==> config.mk <==
export PLATFORM = sky130hd
export DESIGN_NAME = pool_reader
export DESIGN_NICKNAME = d
export VERILOG_FILES = /design/src/rtl/pool_reader.sv
export SDC_FILE = /design/constraint.sdc
export NUM_CORES = 1
export LEC_CHECK = 0
export CORE_UTILIZATION = 35
export DETAILED_ROUTE_END_ITERATION = 8
export HOLD_SLACK_MARGIN = 0.15
export PLACE_DENSITY = 0.63
export SETUP_SLACK_MARGIN = 0.4
export SLEW_MARGIN = 20
export SYNTH_ARGS = -nofsm -noshare
export SYNTH_HDL_FRONTEND = slang
export SYNTH_SLANG_ARGS = --single-unit
==> constraint.sdc <==
create_clock -name clk -period 4.5 [get_ports clk]
set_input_delay 0.45 -clock clk [delete_from_list [all_inputs] [get_ports clk]]
set_output_delay 0.45 -clock clk [all_outputs]
set_load 0.01 [all_outputs]
==> src/rtl/pool_reader.sv <==
// pool_reader
// Streams the contents of the maxpool output buffer to the dense stage.
// Reads are issued to the synchronous buffer port only when a FIFO slot is
// already reserved for the returning word. The word arrives READ_LATENCY edges
// after the read is sampled, so the FIFO can never overflow.
//
// Ports
//   clk        in   clock, rising edge
//   reset      in   synchronous reset, active low
//   start      in   one-cycle request to stream the whole buffer (idle only)
//   pool_addr  out  buffer read address (linear index)
//   pool_en    out  buffer read strobe
//   pool_q     in   buffer read data, READ_LATENCY edges after pool_en
//   out_data   out  stream payload (FIFO head)
//   out_valid  out  payload valid (FIFO non-empty)
//   out_ready  in   downstream accept
//   out_last   out  high with the beat at index TOTAL-1
//   busy       out  high from start acceptance through the done cycle
//   done       out  one-cycle pulse after the final beat transfers
module pool_reader #(
  parameter int DATA_WIDTH   = 16,
  parameter int CHANNELS     = 1,
  parameter int SIZE         = 2,
  parameter int READ_LATENCY = 1,
  localparam int TOTAL       = CHANNELS * SIZE * SIZE,
  localparam int AW          = (TOTAL <= 1) ? 1 : $clog2(TOTAL)
) (
  input  logic                         clk,
  input  logic                         reset,
  input  logic                         start,
  output logic [AW-1:0]                pool_addr,
  output logic                         pool_en,
  input  logic signed [DATA_WIDTH-1:0] pool_q,
  output logic signed [DATA_WIDTH-1:0] out_data,
  output logic                         out_valid,
  input  logic                         out_ready,
  output logic                         out_last,
  output logic                         busy,
  output logic                         done
);

  localparam int FDEPTH = READ_LATENCY + 1;
  localparam int PW     = (FDEPTH <= 2) ? 1 : $clog2(FDEPTH);
  localparam int CW     = $clog2(FDEPTH + 1);
  // Index counters must also represent TOTAL itself ("all reads issued").
  localparam int IW     = $clog2(TOTAL + 1);

  localparam logic [IW-1:0] TOTAL_IDX = IW'(TOTAL);
  localparam logic [IW-1:0] LAST_IDX  = IW'(TOTAL - 1);
  localparam logic [PW-1:0] PTR_MAX   = PW'(FDEPTH - 1);
  localparam logic [CW:0]   CREDITS   = (CW + 1)'(FDEPTH);

  typedef enum logic [1:0] {
    S_IDLE = 2'd0,
    S_RUN  = 2'd1,
    S_DONE = 2'd2
  } state_t;

  state_t                       r_state;
  logic [READ_LATENCY-1:0]      r_tag;      // one bit per read still in the buffer pipeline
  logic signed [DATA_WIDTH-1:0] r_mem [FDEPTH];
  logic [PW-1:0]                r_wr_ptr;
  logic [PW-1:0]                r_rd_ptr;
  logic [CW-1:0]                r_fcount;
  logic [IW-1:0]                r_idx;      // next read index
  logic [IW-1:0]                r_beat;     // index of the beat at the FIFO head

  logic                         w_push;
  logic                         w_pop;
  logic                         w_issue;
  logic [CW-1:0]                w_inflight;
  logic [CW:0]                  w_credits;
  logic [READ_LATENCY-1:0]      w_tag_next;

  function automatic logic [PW-1:0] ptr_inc(input logic [PW-1:0] p);
    return (p == PTR_MAX) ? '0 : p + PW'(1);
  endfunction

  // A returning word is captured on the edge where its tag leaves the pipeline.
  assign w_push = r_tag[READ_LATENCY-1];
  assign w_pop  = (r_fcount != '0) && out_ready;

  generate
    if (READ_LATENCY == 1) begin : g_tag1
      assign w_tag_next = w_issue;
    end else begin : g_tagn
      assign w_tag_next = {r_tag[READ_LATENCY-2:0], w_issue};
    end
  endgenerate

  always_comb begin
    w_inflight = '0;
    for (int k = 0; k < READ_LATENCY; k++) begin
      w_inflight = w_inflight + CW'(r_tag[k]);
    end
    // Slots committed after this edge's pop; a pop only happens when the
    // FIFO is non-empty, so this never underflows.
    w_credits = {1'b0, r_fcount} + {1'b0, w_inflight} - {{CW{1'b0}}, w_pop};
    w_issue   = (r_state == S_RUN) && (r_idx < TOTAL_IDX) && (w_credits < CREDITS);
  end

  always_ff @(posedge clk) begin
    if (!reset) begin
      r_state  <= S_IDLE;
      r_tag    <= '0;
      r_wr_ptr <= '0;
      r_rd_ptr <= '0;
      r_fcount <= '0;
      r_idx    <= '0;
      r_beat   <= '0;
      for (int k = 0; k < FDEPTH; k++) begin
        r_mem[k] <= '0;
      end
    end else begin
      r_tag <= w_tag_next;

      if (w_push) begin
        r_mem[r_wr_ptr] <= pool_q;
        r_wr_ptr        <= ptr_inc(r_wr_ptr);
      end
      if (w_pop) begin
        r_rd_ptr <= ptr_inc(r_rd_ptr);
      end

      unique case ({w_push, w_pop})
        2'b10:   r_fcount <= r_fcount + CW'(1);
        2'b01:   r_fcount <= r_fcount - CW'(1);
        default: r_fcount <= r_fcount;
      endcase

      unique case (r_state)
        S_IDLE: begin
          if (start) begin
            r_state <= S_RUN;
            r_idx   <= '0;
            r_beat  <= '0;
          end
        end
        S_RUN: begin
          if (w_issue) begin
            r_idx <= r_idx + IW'(1);
          end
          if (w_pop) begin
            r_beat <= r_beat + IW'(1);
            if (r_beat == LAST_IDX) begin
              r_state <= S_DONE;
            end
          end
        end
        S_DONE: begin
          r_state <= S_IDLE;
        end
        default: begin
          r_state <= S_IDLE;
        end
      endcase
    end
  end

  assign pool_en   = w_issue;
  assign pool_addr = r_idx[AW-1:0];
  assign out_data  = r_mem[r_rd_ptr];
  assign out_valid = (r_fcount != '0);
  assign out_last  = out_valid && (r_beat == LAST_IDX);
  assign busy      = (r_state != S_IDLE);
  assign done      = (r_state == S_DONE);

endmodule
* After elaboration in Yosys (flattened, before gate mapping)
Memory sizes are Yosys's and may differ from the RTL's. A register that Yosys moved wholly into a read port is not among the register bits. Cells that the tools add are included.
Operators by class: bitwise gates (word level) 0, muxes and demuxes 21, shift-type cells 0, div/mod/pow operators 0, add/subtract/negate cells 8, multipliers 0, eq/ne operators 9, reductions and logical operators 13, $lt $le $gt $ge 2
Operator list (count):
- $mux W16 | 1
- $reduce_or A16 Y1 | 1
- $pmux W3 S2 | 2
- $mux W1 | 10
- $mux W3 | 3
- $reduce_and A3 Y1 | 3
- $pmux W2 S2 | 2
- $reduce_bool A2 Y1 | 4
- $add A3 B1 Y3 const B | 2
- $mux W2 | 3
- $ne A2 B2 Y1 const B | 3
- $eq A2 B1 Y1 const B | 2
- $eq A2 B2 Y1 const B | 2
- $logic_and A1 B1 Y1 | 4
- $add A2 B1 Y3 | 1
- $eq A3 B2 Y1 const B | 1
- $lt A3 B2 Y1 const B | 1
- $lt A3 B3 Y1 const B | 1
- $sub A3 B1 Y3 | 1
- $add A1 B1 Y1 const B | 2
- $add A2 B1 Y2 const B | 1
- $logic_not A2 Y1 | 1
- $ne A2 B1 Y1 const B | 1
- $sub A2 B1 Y2 const B | 1
Word-level totals: output and inout bits 23, bits of input ports 20, register bits 13, word-level logic and storage cells 61, bits in read-only memories 0, memory bits (writable) 32, bits in latches 0, memories 1
Memories:
- r_mem | words 2, bits a word 16, read ports 1, clocked after Yosys merged registers in 1, wr ports 2, RTL line 61 | logic signed [DATA_WIDTH-1:0] r_mem [FDEPTH];

* Logic depth before layout (Yosys ltp)
Gate-level depths: netlist (run 1).
depth after elaboration 7, mapped depth 8, gate-level depth less buffers 7

* Worst setup path after synthesis (run 1)
OpenSTA, ideal clock, no wires.
path type flip-flop to output port, start register r_fcount[1], end output port pool_en, slack 2.376 ns, required time 4.050 ns, arrival 1.674 ns, stages on the path, launching flop included 8, buffers on the path 1, cell sequence dfxtp_1 nand2_1 mux2i_1 nand2_1 fa_1 xnor2_1 and4b_1 buf_6
Between the ends: cells in the longest elaborated chain, start to end 5, elaborated cells between the ends (all ways) 6, those cells by class add/sub: 2; order compare: 1; reduce/logical: 3
Ends and longest elaborated chain:
- start: declaration | RTL line 64 | logic [CW-1:0] r_fcount;
- start signal: assignment | RTL line 126 | 2'b10: r_fcount <= r_fcount + CW'(1);
- start signal: assignment | RTL line 127 | 2'b01: r_fcount <= r_fcount - CW'(1);
- start signal: assignment | RTL line 128 | default: r_fcount <= r_fcount;
- parallel branches: the longest is 2 deep, another holds $add A2 B1 Y3
- $sub A3 B1 Y3 * | RTL line 98 | w_credits = {1'b0, r_fcount} + {1'b0, w_inflight} - {{CW{1'b0}}, w_pop};
- $lt A3 B2 Y1 * | RTL line 99 | w_issue = (r_state == S_RUN) && (r_idx < TOTAL_IDX) && (w_credits < CREDITS);
- $logic_and A1 B1 Y1 * | RTL line 99
- end: declaration | RTL line 32 | output logic pool_en,
Mark *: on every way between the ends.

* Final worst setup path (run 1)
start input port out_ready, end output port pool_en
Between the ends: cells in the longest elaborated chain, start to end 4
Ends and longest elaborated chain:
- start: declaration | RTL line 36 | input logic out_ready,
- $logic_and A1 B1 Y1 | RTL line 81 | assign w_pop = (r_fcount != '0) && out_ready;
- $sub A3 B1 Y3 | RTL line 98
- $lt A3 B2 Y1 | RTL line 99
- $logic_and A1 B1 Y1 | RTL line 99
No other way between the ends.

==> flow_metrics.py, run 1 <==
metrics = {
    "timing": {
        "slew_headroom_pct": 38.68,
        "drv_slew": 0,
        "grt_setup_unrepaired": "no",
        "fmax_ghz": 0.2989,
        "finalCriticalPeriod_ns": 3.345,
        "fin_crit_sh_pct": 74.33,
        "skew_ns": 0.009403,
        "setup_ws_ns": 1.155,
        "tightestPinTransition_ns": 0.9164,
        "hold_slack_ns": 0.4598,
        "setup-tns-final_ns": 0,
        "finalHoldViolations": 0,
        "setup_viol": 0,
    },
    "critical_path": {
        "critPathMaxStageDelay_ns": 0.58,
        "slowest_stage": "clkdlybuf4s50_1",
        "critical_path_arrival_ns": 2.90,
        "endpoint_kind": "primary output",
        "cp.required_ns": 4.05,
        "path_class": "in2out",
        "start_kind": "input port",
        "critPathBufInv": 2,
        "worst-path-max-fanout": 7,
        "path_delay_family": "buffers and inverters",
        "worstPathCellList": "clkdlybuf4s50_1 > nand2_1 > mux2i_1 > nand2_1 > fa_1 > xnor2_1 > and4b_1 > clkdlybuf4s50_1",
    },
    "floorplanning": {
        "die_area_mm2": 0.006331,
        "die_w_um": 79.57,
        "core_area_mm2": 0.005642,
        "std_cell_rows": 27,
        "die_h_um": 79.57,
        "pin_count": 43,
        "start_util_pct": 37.33,
    },
    "grt": {
        "grt_usage_pct": 12.35,
        "grt_max_degree": 24,
        "grt_pass1_vias": 1265,
        "grt_overflow": 0,
        "busiest_layer": "met2",
        "met3_usage_pct": 3.657,
        "grtUsageMet1_pct": 13.86,
        "grt_util_met2_pct": 21.20,
        "grt_first_pass_wirelength_mm": 5.789,
        "antenna_found_initial": 0,
    },
    "cells_and_area": {
        "ff_latch_area_mm2": 0.001241,
        "num_antenna_cells": 0,
        "area_growth_pct": 26.03,
        "drive_gt1_share_pct": 13.66,
        "fin_util_pct": 47.04,
        "multi_input_area_um2": 793.3,
        "nFillCells": 520,
        "nNetsFinal": 228,
    },
    "logic_synthesis": {
        "syn-num-nets": 189,
        "yosysTopAreaCell": "edfxtp_1",
        "seq_area_frac_synth_pct": 58.94,
        "async_reset_ff_share_pct": 0,
        "yosys_warnings": 0,
        "synth_edf_count": 32,
        "avgSynthCellArea_um2": 12.76,
        "synth-seq-cells": 46,
        "synthTopCellsByArea": "edfxtp_1 (46%), dfxtp_1 (13%), and2_1 (11%)",
        "yosys-top-cells-count": "and2_1 (38), edfxtp_1 (32), mux2_2 (16)",
        "yosysMostFrequentCell": "and2_1",
        "synth_cell_type_count": 34,
        "synthCells": 165,
        "netlist_area_mm2": 0.002106,
        "yosysTopAreaCellShare_pct": 45.63,
        "synthFlopType": "edfxtp_1",
    },
    "clocking": {
        "numCtsBuffers": 5,
        "cts_setup_buffers": 0,
        "clock-root-buffer": "clkbuf_8",
        "postCtsResizedCells": 0,
        "cts_max_level": 2,
        "clk_pin_slew_ns": 0.08,
        "cts_tree": "done",
        "insertion_delay_ns": 0.29,
        "cts_hold_buf": 0,
        "cts.sinks": 46,
        "cts_buffer_depth": 2,
    },
    "detailed_routing": {
        "drt-pass1-iter-count": 4,
        "drc": 0,
        "num_vias": 1303,
        "viasPerCell": 4.704,
        "post_drt_wl_per_cell_um": 12.69,
        "final_antenna_net_count": 0,
        "initialDrtViolationCount": 35,
        "drt_wl_total_mm": 3.515,
    },
    "pwr": {
        "switching_share_pct": 22.09,
        "pwr-share-clk_pct": 29.5,
        "pwr-share-seq_pct": 58.8,
        "combPwrFrac_pct": 11.8,
        "ir_worst_vdd_mv": 0.1599,
        "power.total_mw": 0.8180,
        "p_sw_mw": 0.1807,
        "power.density_mw_per_mm2": 308.2,
        "p_int_mw": 0.6373,
        "total_leakage_power_nw": 0.9831,
    },
    "hold_path": {
        "hold_class": "reg2reg",
    },
    "placed_design": {
        "io_buffers": 42,
        "gp_congestion": 0.7439,
        "dp_worst_setup_slack_ns": 1.172,
        "hpwl_mm": 2.400,
    },
    "outcome": {
        "status": "completed",
    },
    "job": {
        "cap_viol_max_count": 0,
    },
}
-- worst register-to-register path, delay by kind of cell, from the launching register on --
family / cells / cell delay [ns]
adders and majority gates: 1 / 0.38
and+or+nand+nor: 3 / 0.52
xor gates and xnor gates: 1 / 0.18
DFF: 1 / 0.49
muxes: 2 / 0.43
-- power groups by stage --
stage                     sequential [mW]  combinational, mW  clock, mW
after floorplan                     0.486             0.0490          0
after global placement              0.490             0.0973          0
after detailed placement            0.491             0.0975          0
after CTS                           0.481             0.0981      0.250
after global routing                0.484              0.104      0.266
final                               0.481             0.0961      0.241
-- final timing paths --
check                    from        end  slack [ns]  cells after the start
setup / recovery    out_ready    pool_en        1.15                      8
hold / removal      r_beat[2]  r_beat[2]        0.46                      2
setup reg to reg  r_fcount[1]   r_idx[1]        2.41                      7
hold reg to reg     r_beat[2]  r_beat[2]        0.46                      2
-- state kept, by name, summed over array words and instances, names as in the netlist, named ones only --
| signal | flops |
|---|---|
| r_idx | 3 |
| r_tag | 1 |
| r_wr_ptr | 1 |
| r_state | 2 |
| r_fcount | 2 |
| r_beat | 3 |
| r_rd_ptr | 1 |
| r_mem | 32 |
-- stage by stage --
step           cells  cell area (um^2)
2_1_floorplan    165              2106
3_3_place_gp     269              2564
3_5_place_dp     269              2564
4_1_cts          277              2654
5_1_grt          277              2654
6_report         277              2654
-- area by class of cell --
cell class | instances | area share [%]
clock inverter | 3 | 0.8015
tap | 72 | 3.395
inverter | 3 | 0.4243
clock buffer | 5 | 2.593
sequential | 46 | 46.77
timing repair buffer | 43 | 16.12
multi-input combinational | 105 | 29.89
-- layer usage --
metal  up-vias  wire [um]
li1        655          -
met1       622       1548
met2        21       1789
met3         5        127
met4         0         50
met5         -          0
-- cell families (layout without fill, tap and decap cells) --
| logic type | Yosys count | count (layout) | share of synthesized area (%) |
|---|---|---|---|
| AOI/OAI and AO/OA | 11 | 11 | 3.684 |
| xor gates and xnor gates | 3 | 3 | 1.248 |
| adders and majority gates | 4 | 4 | 2.733 |
| buffers and inverters | 14 | 54 | 3.564 |
| DFF | 46 | 46 | 58.94 |
| muxes | 20 | 20 | 10.46 |
| and+or+nand+nor | 67 | 67 | 19.37 |
-- placed cells by master (no fill, tap or decap), drive strengths merged, types with 2 or more instances in the layout --
master,synthesis,final
nor3b,3,3
or2,2,2
clkbuf,4,5
edfxtp,32,32
ha,3,3
clkinv,0,2
nor2b,2,2
inv,3,3
dfxtp,14,14
xnor2,2,2
o21ai,3,3
and3,2,2
mux2i,4,4
nor2,2,2
clkdlybuf4s50,0,42
and2,38,38
nand4b,2,2
nand3,2,2
o31ai,2,2
mux2,16,16
nand3b,3,3
nand2,8,8
Note: power is estimated with default switching activity, not from simulation.
==> run 2, diff against run 1 <==
- clock period: 4.5 -> 3.1 ns (I/O delays scaled with it)
==> flow_metrics.py, run 2 (same netlist as run 1, synthesis figures left out) <==
metrics = {
    "placed_design": {
        "placed_area_mm2": 0.002601,
        "gp_congestion": 0.6861,
        "hpwl_mm": 2.476,
        "io_buffers": 42,
    },
    "clocking": {
        "numCtsBuffers": 5,
        "cts_tree": "done",
        "cts_max_level": 2,
        "clock-root-buffer": "clkbuf_8",
        "clk_pin_slew_ns": 0.09,
        "cts_hold_buf": 0,
        "cts.sinks": 46,
        "insertion_delay_ns": 0.29,
        "cts_buffer_depth": 2,
    },
    "timing": {
        "skew_ns": 0.005262,
        "finalCriticalPeriod_ns": 2.573,
        "drv_slew": 0,
        "setup_viol": 0,
        "hold_slack_ns": 0.4588,
        "finalHoldViolations": 0,
        "grt_setup_unrepaired": "no",
        "setup-tns-final_ns": 0,
        "slew_headroom_pct": 42.43,
        "tightestPinTransition_ns": 0.8634,
        "fmax_ghz": 0.3887,
        "fin_crit_sh_pct": 83.00,
    },
    "cells_and_area": {
        "num_antenna_cells": 0,
        "nNetsFinal": 235,
        "top_regs": "r_mem: 32 flops, r_beat: 3 flops, r_idx: 3 flops",
        "drive_gt1_share_pct": 17.45,
        "layout_common_cells": "clkdlybuf4s50_1 (41), and2_1 (38), edfxtp_1 (32), mux2_2 (16), dfxtp_1 (13)",
        "area_growth_pct": 30.01,
        "largest_register": "r_mem",
        "design_area_mm2": 0.002738,
        "fin_util_pct": 48.53,
        "layout_commonest_cell": "clkdlybuf4s50_1",
        "nFillCells": 496,
        "largest_register_ffs": 32,
    },
    "hold_path": {
        "hold_class": "reg2reg",
        "min_to": "r_beat[2]",
        "hold-path-cell-count": 2,
        "worst_hold_startpoint": "r_beat[2]",
    },
    "floorplanning": {
        "start_util_pct": 37.33,
        "die_h_um": 79.57,
        "die_area_mm2": 0.006331,
        "core_area_mm2": 0.005642,
        "pin_count": 43,
        "die_w_um": 79.57,
        "std_cell_rows": 27,
    },
    "grt": {
        "grt_pass1_vias": 1300,
        "grt_max_degree": 19,
        "grt_first_pass_wirelength_mm": 5.947,
        "antenna_found_initial": 0,
        "grt_usage_pct": 12.56,
        "grt_overflow": 0,
    },
    "detailed_routing": {
        "initialDrtViolationCount": 29,
        "drt-pass1-iter-count": 4,
        "drc": 0,
        "drt_wl_total_mm": 3.714,
        "viasPerCell": 4.680,
        "num_vias": 1329,
        "final_antenna_net_count": 0,
        "post_drt_wl_per_cell_um": 13.08,
    },
    "critical_path": {
        "regToRegStartpoint": "r_fcount[0]",
        "endpoint_kind": "primary output",
        "cp.required_ns": 2.79,
        "path_class": "in2out",
        "r2r_setup_slack_ns": 1.02,
        "worst-path-max-fanout": 3,
        "start_kind": "input port",
        "critical_path_arrival_ns": 2.26,
        "regToRegEndpoint": "r_tag",
        "reg2regPathDepth": 8,
    },
    "pwr": {
        "total_leakage_power_nw": 1.029,
        "power.total_mw": 1.279,
        "ir_worst_vdd_mv": 0.2796,
        "power.density_mw_per_mm2": 467.4,
    },
    "outcome": {
        "status": "completed",
    },
    "job": {
        "cap_viol_max_count": 0,
    },
}
[run 2: cell types whose count changed in the layout (fill, tap and decap cells not counted)]
cell,change
xnor2_2,+1
dfxtp_1,-1
clkinv_4,-1
dlygate4sd2_1,+1
xnor2_1,-1
buf_4,+7
dfxtp_2,+1
clkinvlp_4,+1
clkinv_2,-1
bufinv_16,+1
clkdlybuf4s50_1,-1
[run 2: worst max-delay path by stage]
stage / from / end / cells past startpoint
2_1_floorplan: r_tag / r_mem[0][0] / 2
3_3_place_gp: out_ready / pool_en / 8
3_5_place_dp: out_ready / pool_en / 8
4_1_cts: out_ready / pool_en / 8
5_1_grt: out_ready / pool_en / 8
6_report: out_ready / pool_en / 8
[run 2: area by class of cell]
cell class              instances  area (um^2)  share of cell area [%]
clock buffers                   5        68.82                   2.514
clock inverters                 3        45.04                   1.645
inverters                       3        11.26                  0.4113
multi-input cells             105        800.8                   29.25
flip-flops and latches         46         1242                   45.38
well taps                      72        90.09                   3.291
repair buffers                 50        479.2                   17.50
[run 2: through the flow]
| step | cells | worst slack [ns] |
|---|---|---|
| finish | 284 | 0.5271 |
| detailed placement | 274 | 0.2280 |
| global placement | 274 | 0.2484 |
| floorplan | 165 | 1.035 |
| CTS | 284 | 0.5433 |
| global route | 284 | 0.4096 |
[run 2: worst max-delay path, cell delays in order]
cell	delay [ns]
clkdlybuf4s50_1	0.51
nand2_1	0.08
mux2i_1	0.17
nand2_1	0.09
fa_1	0.41
xnor2_2	0.15
and4b_1	0.26
dlygate4sd2_1	0.28
[run 2: routing by layer]
layer,share of wire (%),track usage [%],up-vias
met3,4.9,3.314,5
met5,0,0,-
met2,52,21.37,24
met1,42,14.80,631
met4,1.4,5.455,0
li1,-,-,669
[run 2: what timing repair did]
item,CTS,global route
setup endpoints to repair,1,1
setup buffers,2,0
pin swaps,1,1
resized for setup,2,1
cloned,0,0
[run 2: report_power, final]
| group | total (mW) | switching [mW] | internal (mW) |
|---|---|---|---|
| Sequential | 0.697 | 0.0136 | 0.684 |
| Clock | 0.436 | 0.196 | 0.240 |
| Combinational | 0.146 | 0.0582 | 0.0879 |
| Total | 1.28 | 0.268 | 1.01 |
==> run 3, diff against run 2 <==
- PLACE_DENSITY: 0.63 -> 0.65
- clock period: 3.1 -> 2.1 ns (I/O delays scaled with it)
==> flow_metrics.py, run 3 (same netlist as run 1, synthesis figures left out) <==
metrics = {
    "outcome": {
        "status": "finished with violations",
        "violations": "setup timing",
    },
    "timing": {
        "setup_viol": 1,
        "drv_slew": 0,
        "tightestPinTransition_ns": 0.5790,
        "fmax_ghz": 0.4714,
        "finalCriticalPeriod_ns": 2.121,
        "setup_ws_ns": -0.02113,
        "finalHoldViolations": 0,
        "grt_setup_unrepaired": "yes",
        "fin_crit_sh_pct": 101.0,
        "slew_headroom_pct": 61.25,
        "hold_slack_ns": 0.4674,
        "skew_ns": 0.007885,
    },
    "floorplanning": {
        "die_h_um": 79.57,
        "std_cell_rows": 27,
        "die_area_mm2": 0.006331,
        "die_w_um": 79.57,
        "pin_count": 43,
        "start_util_pct": 37.33,
        "core_area_mm2": 0.005642,
    },
    "critical_path": {
        "critical_path_arrival_ns": 1.91,
        "crit_start": "r_fcount[0]",
        "slowest_stage": "fa_2",
        "start_kind": "flip-flop",
        "r2r_setup_slack_ns": 0.18,
        "regToRegEndpoint": "r_idx[1]",
        "crit_path_end": "pool_en",
        "endpoint_kind": "primary output",
        "worst-path-max-fanout": 2,
        "critPathMaxStageDelay_ns": 0.54,
        "path_class": "reg2out",
        "path_delay_family": "adder cells",
        "critPathBufInv": 1,
        "reg2regPathDepth": 7,
        "cp.required_ns": 1.89,
        "worstPathCellList": "mux2i_2 > nand2_1 > fa_2 > and4b_1 > buf_2",
        "cp.depth": 5,
        "regToRegStartpoint": "r_fcount[0]",
    },
    "detailed_routing": {
        "viasPerCell": 4.678,
        "num_vias": 1380,
        "final_antenna_net_count": 0,
        "drt-pass1-iter-count": 4,
        "drt_wl_total_mm": 3.917,
        "post_drt_wl_per_cell_um": 13.28,
        "initialDrtViolationCount": 49,
        "drc": 0,
    },
    "placed_design": {
        "dp_worst_setup_slack_ns": -0.5994,
        "hpwl_mm": 2.549,
        "gp_congestion": 0.7998,
        "io_buffers": 42,
        "dp_cells": 280,
    },
    "grt": {
        "grt_overflow": 0,
        "antenna_found_initial": 0,
        "grt_usage_pct": 13.29,
        "grt_pass1_vias": 1360,
        "grt_first_pass_wirelength_mm": 6.320,
        "grt_max_degree": 23,
    },
    "cells_and_area": {
        "largest_register_ffs": 32,
        "top_regs": "r_mem: 32 flops, r_beat: 3 flops, r_idx: 3 flops",
        "nNetsFinal": 246,
        "num_antenna_cells": 0,
        "fin_cells": 295,
        "layout_common_cells": "and2_1 (37), edfxtp_1 (32), clkdlybuf4s50_1 (21), dlygate4sd2_1 (18), buf_4 (17)",
        "drive_gt1_share_pct": 25.56,
        "layout_commonest_cell": "and2_1",
        "area_growth_pct": 34.64,
        "largest_register": "r_mem",
    },
    "pwr": {
        "total_leakage_power_nw": 1.162,
        "power.total_mw": 1.899,
        "power.density_mw_per_mm2": 669.8,
        "ir_worst_vdd_mv": 0.3045,
    },
    "job": {
        "cap_viol_max_count": 0,
    },
    "hold_path": {
        "hold_class": "reg2reg",
    },
    "clocking": {
        "cts_tree": "done",
        "numCtsBuffers": 5,
        "cts_max_level": 2,
        "cts_buffer_depth": 2,
        "cts.sinks": 46,
        "clk_pin_slew_ns": 0.09,
        "clock-root-buffer": "clkbuf_8",
        "insertion_delay_ns": 0.29,
    },
}
[run 3: cell types whose count changed in the layout (fill, tap and decap cells not counted), moves of 2 or more]
cell	delta
dlygate4sd2_1	+17
clkdlybuf4s50_1	-20
clkinvlp_4	-2
dfxtp_1	-2
buf_4	+9
dfxtp_4	+2
[run 3: per-stage QoR]
| stage | instance area (um^2) | setup TNS (ns) | util (%) |
|---|---|---|---|
| floorplan | 2116 | 0 | - |
| global placement | 2669 | -0.9499 | 47.31 |
| detailed placement | 2669 | -1.317 | 47.31 |
| CTS | 2805 | 0 | 49.72 |
| global route | 2835 | -0.1115 | 50.26 |
| finish | 2835 | -0.02113 | 50.26 |
[run 3: repair_timing]
action | CTS | global route
setup buffers | 4 | 3
setup endpoints to repair | 53 | 17
resized for setup | 29 | 5
hold buffers | 0 | 0
pin swaps | 2 | 2
[run 3: worst min path at each step]
stage / startpoint / end / slack, ns / depth (start not counted)
floorplan: reset / r_fcount[0] / 0.37 / 2
global placement: r_beat[0] / r_beat[0] / 0.45 / 1
detailed placement: r_beat[2] / r_beat[2] / 0.46 / 2
CTS: r_beat[2] / r_beat[2] / 0.47 / 2
global route: r_beat[2] / r_beat[2] / 0.49 / 2
finish: r_beat[2] / r_beat[2] / 0.47 / 2
[run 3: worst min-delay path: cells and delay by family (launching register included)]
| family | cells | cell delay, ns |
|---|---|---|
| DFF | 1 | 0.32 |
| and+or+nand+nor | 1 | 0.05 |
| AOI/OAI and AO/OA | 1 | 0.05 |
[run 3: cell type report]
| type | instances | area, um^2 |
|---|---|---|
| fill | 490 | 2806 |
| sequential | 46 | 1250 |
| multi-input combinational | 105 | 822.0 |
| timing repair buffer | 61 | 549.3 |
| tap | 72 | 90.09 |
| clock buffer | 5 | 68.82 |
| clock inverter | 3 | 43.79 |
| inverter | 3 | 11.26 |
[run 3: power by group]
part	internal (mW)	switching (mW)
Combinational	0.125	0.0978
Clock	0.356	0.298
Sequential	1.01	0.0155
[run 3: per-layer routing]
layer | vias up | part of all wire, % | track usage [%]
met2 | 26 | 50 | 23.25
li1 | 695 | - | -
met5 | - | 0 | 0
met4 | 0 | 0.97 | 4.364
met1 | 655 | 45 | 15.36
met3 | 4 | 4.3 | 4.000
